## config.mk

```make
export PLATFORM = sky130hd
export DESIGN_NAME = ysyx_24100005_ifu
export DESIGN_NICKNAME = d
export VERILOG_FILES = /design/src/rtl/ysyx_24100005_ifu.sv
export SDC_FILE = /design/constraint.sdc
export NUM_CORES = 1
export LEC_CHECK = 0
export CORE_AREA = 2 2 93 95
export DETAILED_ROUTE_END_ITERATION = 8
export DIE_AREA = 0 0 95 97
export PLACE_DENSITY = 0.76
export SETUP_SLACK_MARGIN = 0.15
export SYNTH_ARGS = -nofsm -noshare
export SYNTH_HDL_FRONTEND = slang
export SYNTH_SLANG_ARGS = --single-unit
```

## constraint.sdc

```tcl
create_clock -name clk -period 1.6 [get_ports clk]
set_input_delay 0.32 -clock clk [delete_from_list [all_inputs] [get_ports clk]]
set_output_delay 0.32 -clock clk [all_outputs]
set_load 0.005 [all_outputs]
```

## src/rtl/ysyx_24100005_ifu.sv

```systemverilog
// Instruction fetch unit: takes a PC over valid/ready, does one single-beat AR/R read, and returns the word.
// Defining YSYX_24100005_IFU_HIT_BUF_EN adds a single-entry hit buffer, which is cleared by flush.
module ysyx_24100005_ifu #(
    parameter int ADDR_W = 32,
    parameter int DATA_W = 32
) (
    input  logic              clk,
    input  logic              rst_n,
    input  logic              pc_valid,
    input  logic [ADDR_W-1:0] pc,
    output logic              pc_ready,
    output logic              inst_valid,
    output logic [DATA_W-1:0] inst,
    output logic              fetch_err,
    input  logic              inst_ready,
    input  logic              flush,
    output logic              mem_arvalid,
    output logic [ADDR_W-1:0] mem_araddr,
    input  logic              mem_arready,
    input  logic              mem_rvalid,
    input  logic [DATA_W-1:0] mem_rdata,
    input  logic [1:0]        mem_rresp,
    output logic              mem_rready
);

    typedef enum logic [1:0] {
        IDLE,
        AR,
        R,
        RESP
    } state_t;

    state_t            state;
    logic [ADDR_W-1:0] addr_q;
    logic              misaligned;
    logic              rd_err;
    logic              hit;
    logic [DATA_W-1:0] hb_data;

    assign misaligned = (pc[1:0] != 2'b00);
    assign rd_err     = (mem_rresp != 2'b00);
    assign mem_araddr = addr_q;

`ifdef YSYX_24100005_IFU_HIT_BUF_EN
    logic              hb_valid;
    logic [ADDR_W-1:0] hb_tag;

    assign hit = hb_valid && (hb_tag == pc);

    // A flush in the same cycle as a fill takes priority, so the entry is left invalid.
    always_ff @(posedge clk or negedge rst_n) begin
        if (!rst_n) begin
            hb_valid <= 1'b0;
            hb_tag   <= '0;
            hb_data  <= '0;
        end else if (flush) begin
            hb_valid <= 1'b0;
        end else if (state == R && mem_rvalid && !rd_err) begin
            hb_valid <= 1'b1;
            hb_tag   <= addr_q;
            hb_data  <= mem_rdata;
        end
    end
`else
    logic unused_flush;

    assign unused_flush = flush;
    assign hit          = 1'b0;
    assign hb_data      = '0;
`endif

    // Handshake outputs are registered alongside the state, so they never depend combinationally on inputs.
    always_ff @(posedge clk or negedge rst_n) begin
        if (!rst_n) begin
            state       <= IDLE;
            pc_ready    <= 1'b1;
            inst_valid  <= 1'b0;
            inst        <= '0;
            fetch_err   <= 1'b0;
            mem_arvalid <= 1'b0;
            mem_rready  <= 1'b0;
            addr_q      <= '0;
        end else begin
            case (state)
                IDLE: begin
                    if (pc_valid) begin
                        addr_q   <= pc;
                        pc_ready <= 1'b0;
                        if (misaligned) begin
                            inst       <= '0;
                            fetch_err  <= 1'b1;
                            inst_valid <= 1'b1;
                            state      <= RESP;
                        end else if (hit) begin
                            inst       <= hb_data;
                            fetch_err  <= 1'b0;
                            inst_valid <= 1'b1;
                            state      <= RESP;
                        end else begin
                            mem_arvalid <= 1'b1;
                            state       <= AR;
                        end
                    end
                end
                AR: begin
                    if (mem_arready) begin
                        mem_arvalid <= 1'b0;
                        mem_rready  <= 1'b1;
                        state       <= R;
                    end
                end
                R: begin
                    if (mem_rvalid) begin
                        mem_rready <= 1'b0;
                        inst       <= rd_err ? '0 : mem_rdata;
                        fetch_err  <= rd_err;
                        inst_valid <= 1'b1;
                        state      <= RESP;
                    end
                end
                RESP: begin
                    if (inst_ready) begin
                        inst_valid <= 1'b0;
                        pc_ready   <= 1'b1;
                        state      <= IDLE;
                    end
                end
                default: begin
                    state       <= IDLE;
                    pc_ready    <= 1'b1;
                    inst_valid  <= 1'b0;
                    mem_arvalid <= 1'b0;
                    mem_rready  <= 1'b0;
                end
            endcase
        end
    end

endmodule
```

==> impl_metrics.ini <==
[routing]
drt-initial-drc-count = 69
dr.pass1.iters = 4
postRouteAntennaNets = 0
vias = 2588
wl_mm = 8.64
drc = 0
vias_per_cell = 4.75
routedWlPerCell_um = 15.9

[global_route]
use_met3_pct = 4.36
grt_util_all_layers_pct = 18.0
gr-usage-met1_pct = 21.6
grt_pass1_wl_mm = 13.0
grt.busiest_layer = met2
grt_overflow = 0
grt_pass1_vias = 2744
grt_max_degree = 72
antenna_found_initial = 0
met2_usage_pct = 30.7

[floorplan]
dieArea_um2 = 9220
dieWidth_um = 95
core_area_um2 = 8130
die_y_um = 97
ios = 142
start_util_pct = 36.6
std_cell_rows = 33

[cts]
path_clk_slew_ns = 0.07
h-tree-depth = 3
cts-root-buf = clkbuf_8
numCtsBuffers = 9
cts.sinks = 71
cts_tree = done
clk_path_buf_depth = 2
insertion_delay_ns = 0.34

[run_status]
status = complete, but fails checks
failed_checks = setup timing

[finish]
register_area_um2 = 1780
drive_gt1_share_pct = 30.9
num-nets-final = 516
n_antenna_cell = 0
postLayoutCoreUtil_pct = 64.2
multi_input_area_um2 = 1180
flow.area_growth_from_synthesis_pct = 75.2
fill_cells = 651
stdcell_count = 545
stdcell_area_um2 = 5220

[setup_path]
worst_setup_path_end_kind = flop
critical-path-top-delay-family = buffers and inverters
path_cells = inv_2 -> ha_4 -> buf_12 -> a2111oi_4 -> buf_6 -> clkbuf_16 -> nand3_1 -> o21ai_1
critPathBufInv = 4
required_ns = 1.85
critPathMaxFanout = 16
cpPeakStageDelay_ns = 0.43
critPathKind = reg -> reg
startpoint_type = flop
arrival_ns = 2.01
slowest_stage = dfrtp_1

[timing]
fin_worst_skew_ns = 0.00641
timing.fmax_ghz = 0.567
finalMaxSlewViolations = 0
rsz0062_at_grt = true
worst_slack_ns = -0.164
finalCritPeriodShare_pct = 110
setup_violations = 59
worst_slew_pin_slew_ns = 0.378
setup-tns-final_ns = -4.56
timing.hold.ws_ns = 0.499
hold_violations = 0
slew-limit-headroom_pct = 74.8
period_needed_ns = 1.76

[logic_synthesis]
syn_area_per_cell_um2 = 11.6
yosysTopAreaCellShare_pct = 58.8
synth.area.mux_share_pct = 12.1
synthAdderAreaFrac_pct = 2.52
synth_compound_area_share_pct = 9.49
synth_cells = 257
synth_xor_xnor_area_share_pct = 0
synth-edff-count = 0
synthArstFlopShare_pct = 100
synth_top_area_cell = dfrtp_1
synth_most_common_cell = dfrtp_1
synth-simple-area-share_pct = 8.53
yosys_warnings = 0
seq_area_frac_synth_pct = 59.7
syn_area_um2 = 2980
netlist_top_cells_area = dfrtp_1 (59%), mux2_2 (12%), nand3_1 (5.5%)
synthesis.nets = 336
synthFlopType = dfrtp_1
synth_common_cells = dfrtp_1 (70), inv_1 (37), nand3_1 (33)
synth-seq-cells = 71
yosysUniqueCellTypes = 25
synth_top_family_by_area = multiplexers

[power_and_ir_drop]
fin_total_pwr_mw = 8.83
p_per_area_nw_per_um2 = 1690
p_leak_nw = 2.42
ir_drop_mv = 0.837

[run]
maxCapViolations = 0

[worst_hold_path]
hp-class = reg -> reg

[place]
gp_congestion = 0.816
dp.cells = 507
io_buffer_count = 140
placed_cell_area_um2 = 4650
place_ws_ns = -0.339
hpwl_mm = 5.41
[final cells by class]
cell class / count / share of cell area (%)
multi-input combinational: 135 / 22.6
clock inverter: 1 / 0.0959
sequential: 71 / 34.1
clock buffer: 13 / 3.04
tap: 105 / 2.52
inverter: 37 / 2.66
timing repair buffer: 183 / 35.0
[worst paths after layout]
check,from,endpoint,slack (ns),cells after the start
max,state[1],inst[2],-0.16,8
min,mem_araddr[1],mem_araddr[1],0.50,1
min reg2reg,mem_araddr[1],mem_araddr[1],0.50,1
max in group asynchronous,rst_n,pc_ready,0.72,3
min in group asynchronous,rst_n,inst[29],0.53,3
max reg2reg,state[1],inst[2],-0.16,8
[power breakdown]
part | switching [mW] | internal (mW) | leakage, nW | total, mW
combinational | 2.03 | 2.76 | 1.44 | 4.79
sequential | 0.325 | 2.47 | 0.898 | 2.79
clock | 0.618 | 0.630 | 0.0854 | 1.25
[sequential cells by signal, indices dropped and copies added (netlist names)]
signal	count
inst_valid	1
mem_arvalid	1
pc_ready	1
mem_rready	1
fetch_err	1
inst	32
state	2
mem_araddr	32
[cell families after synthesis]
| group | count (synthesis) |
|---|---|
| fa+ha+maj | 6 |
| mux | 32 |
| compound gates | 49 |
| buf+inv | 51 |
| flops | 71 |
| simple gates | 48 |
[routing by layer]
metal,part of all wire (%),wire length (um)
met1,40,3460
met2,53,4580
met3,5.2,446
met4,1.7,150
met5,0,0
[worst register-to-register path: stages, from the launching register on]
cell       delay, ns
dfrtp_1         0.43
inv_2           0.09
ha_4            0.18
buf_12          0.12
a2111oi_4       0.29
buf_6           0.19
clkbuf_16       0.19
nand3_1         0.08
o21ai_1         0.12
[timing repair]
item | in CTS | in global routing
hold endpoints to repair | 45 | 0
hold buffers | 1 | 0
resized for setup | 86 | 44
gates cloned | 2 | 4
buffers inserted | 16 | 1
pin swaps | 5 | 8
endpoints found under the setup margin | 139 | 71
[cells in the final DEF (no fill, tap or decap), drive strengths merged]
cell and n:
dfstp 1, clkbuf 17, nor2 5, mux2 32, a21oi 6, a31oi 4
ha 6, nand2 4, nand2b 1, a22oi 1, a22o 1, inv 37
o2111ai 1, and2 2, or2 1, nand3 33, dfrtp 70, a2111oi 1
dlygate4sd2 68, o21ai 35, clkdlybuf4s15 1, clkdlybuf4s50 70, clkinv 1, nor2b 2
buf 39, dlygate4sd3 1
(Power assumes the default switching activity.)
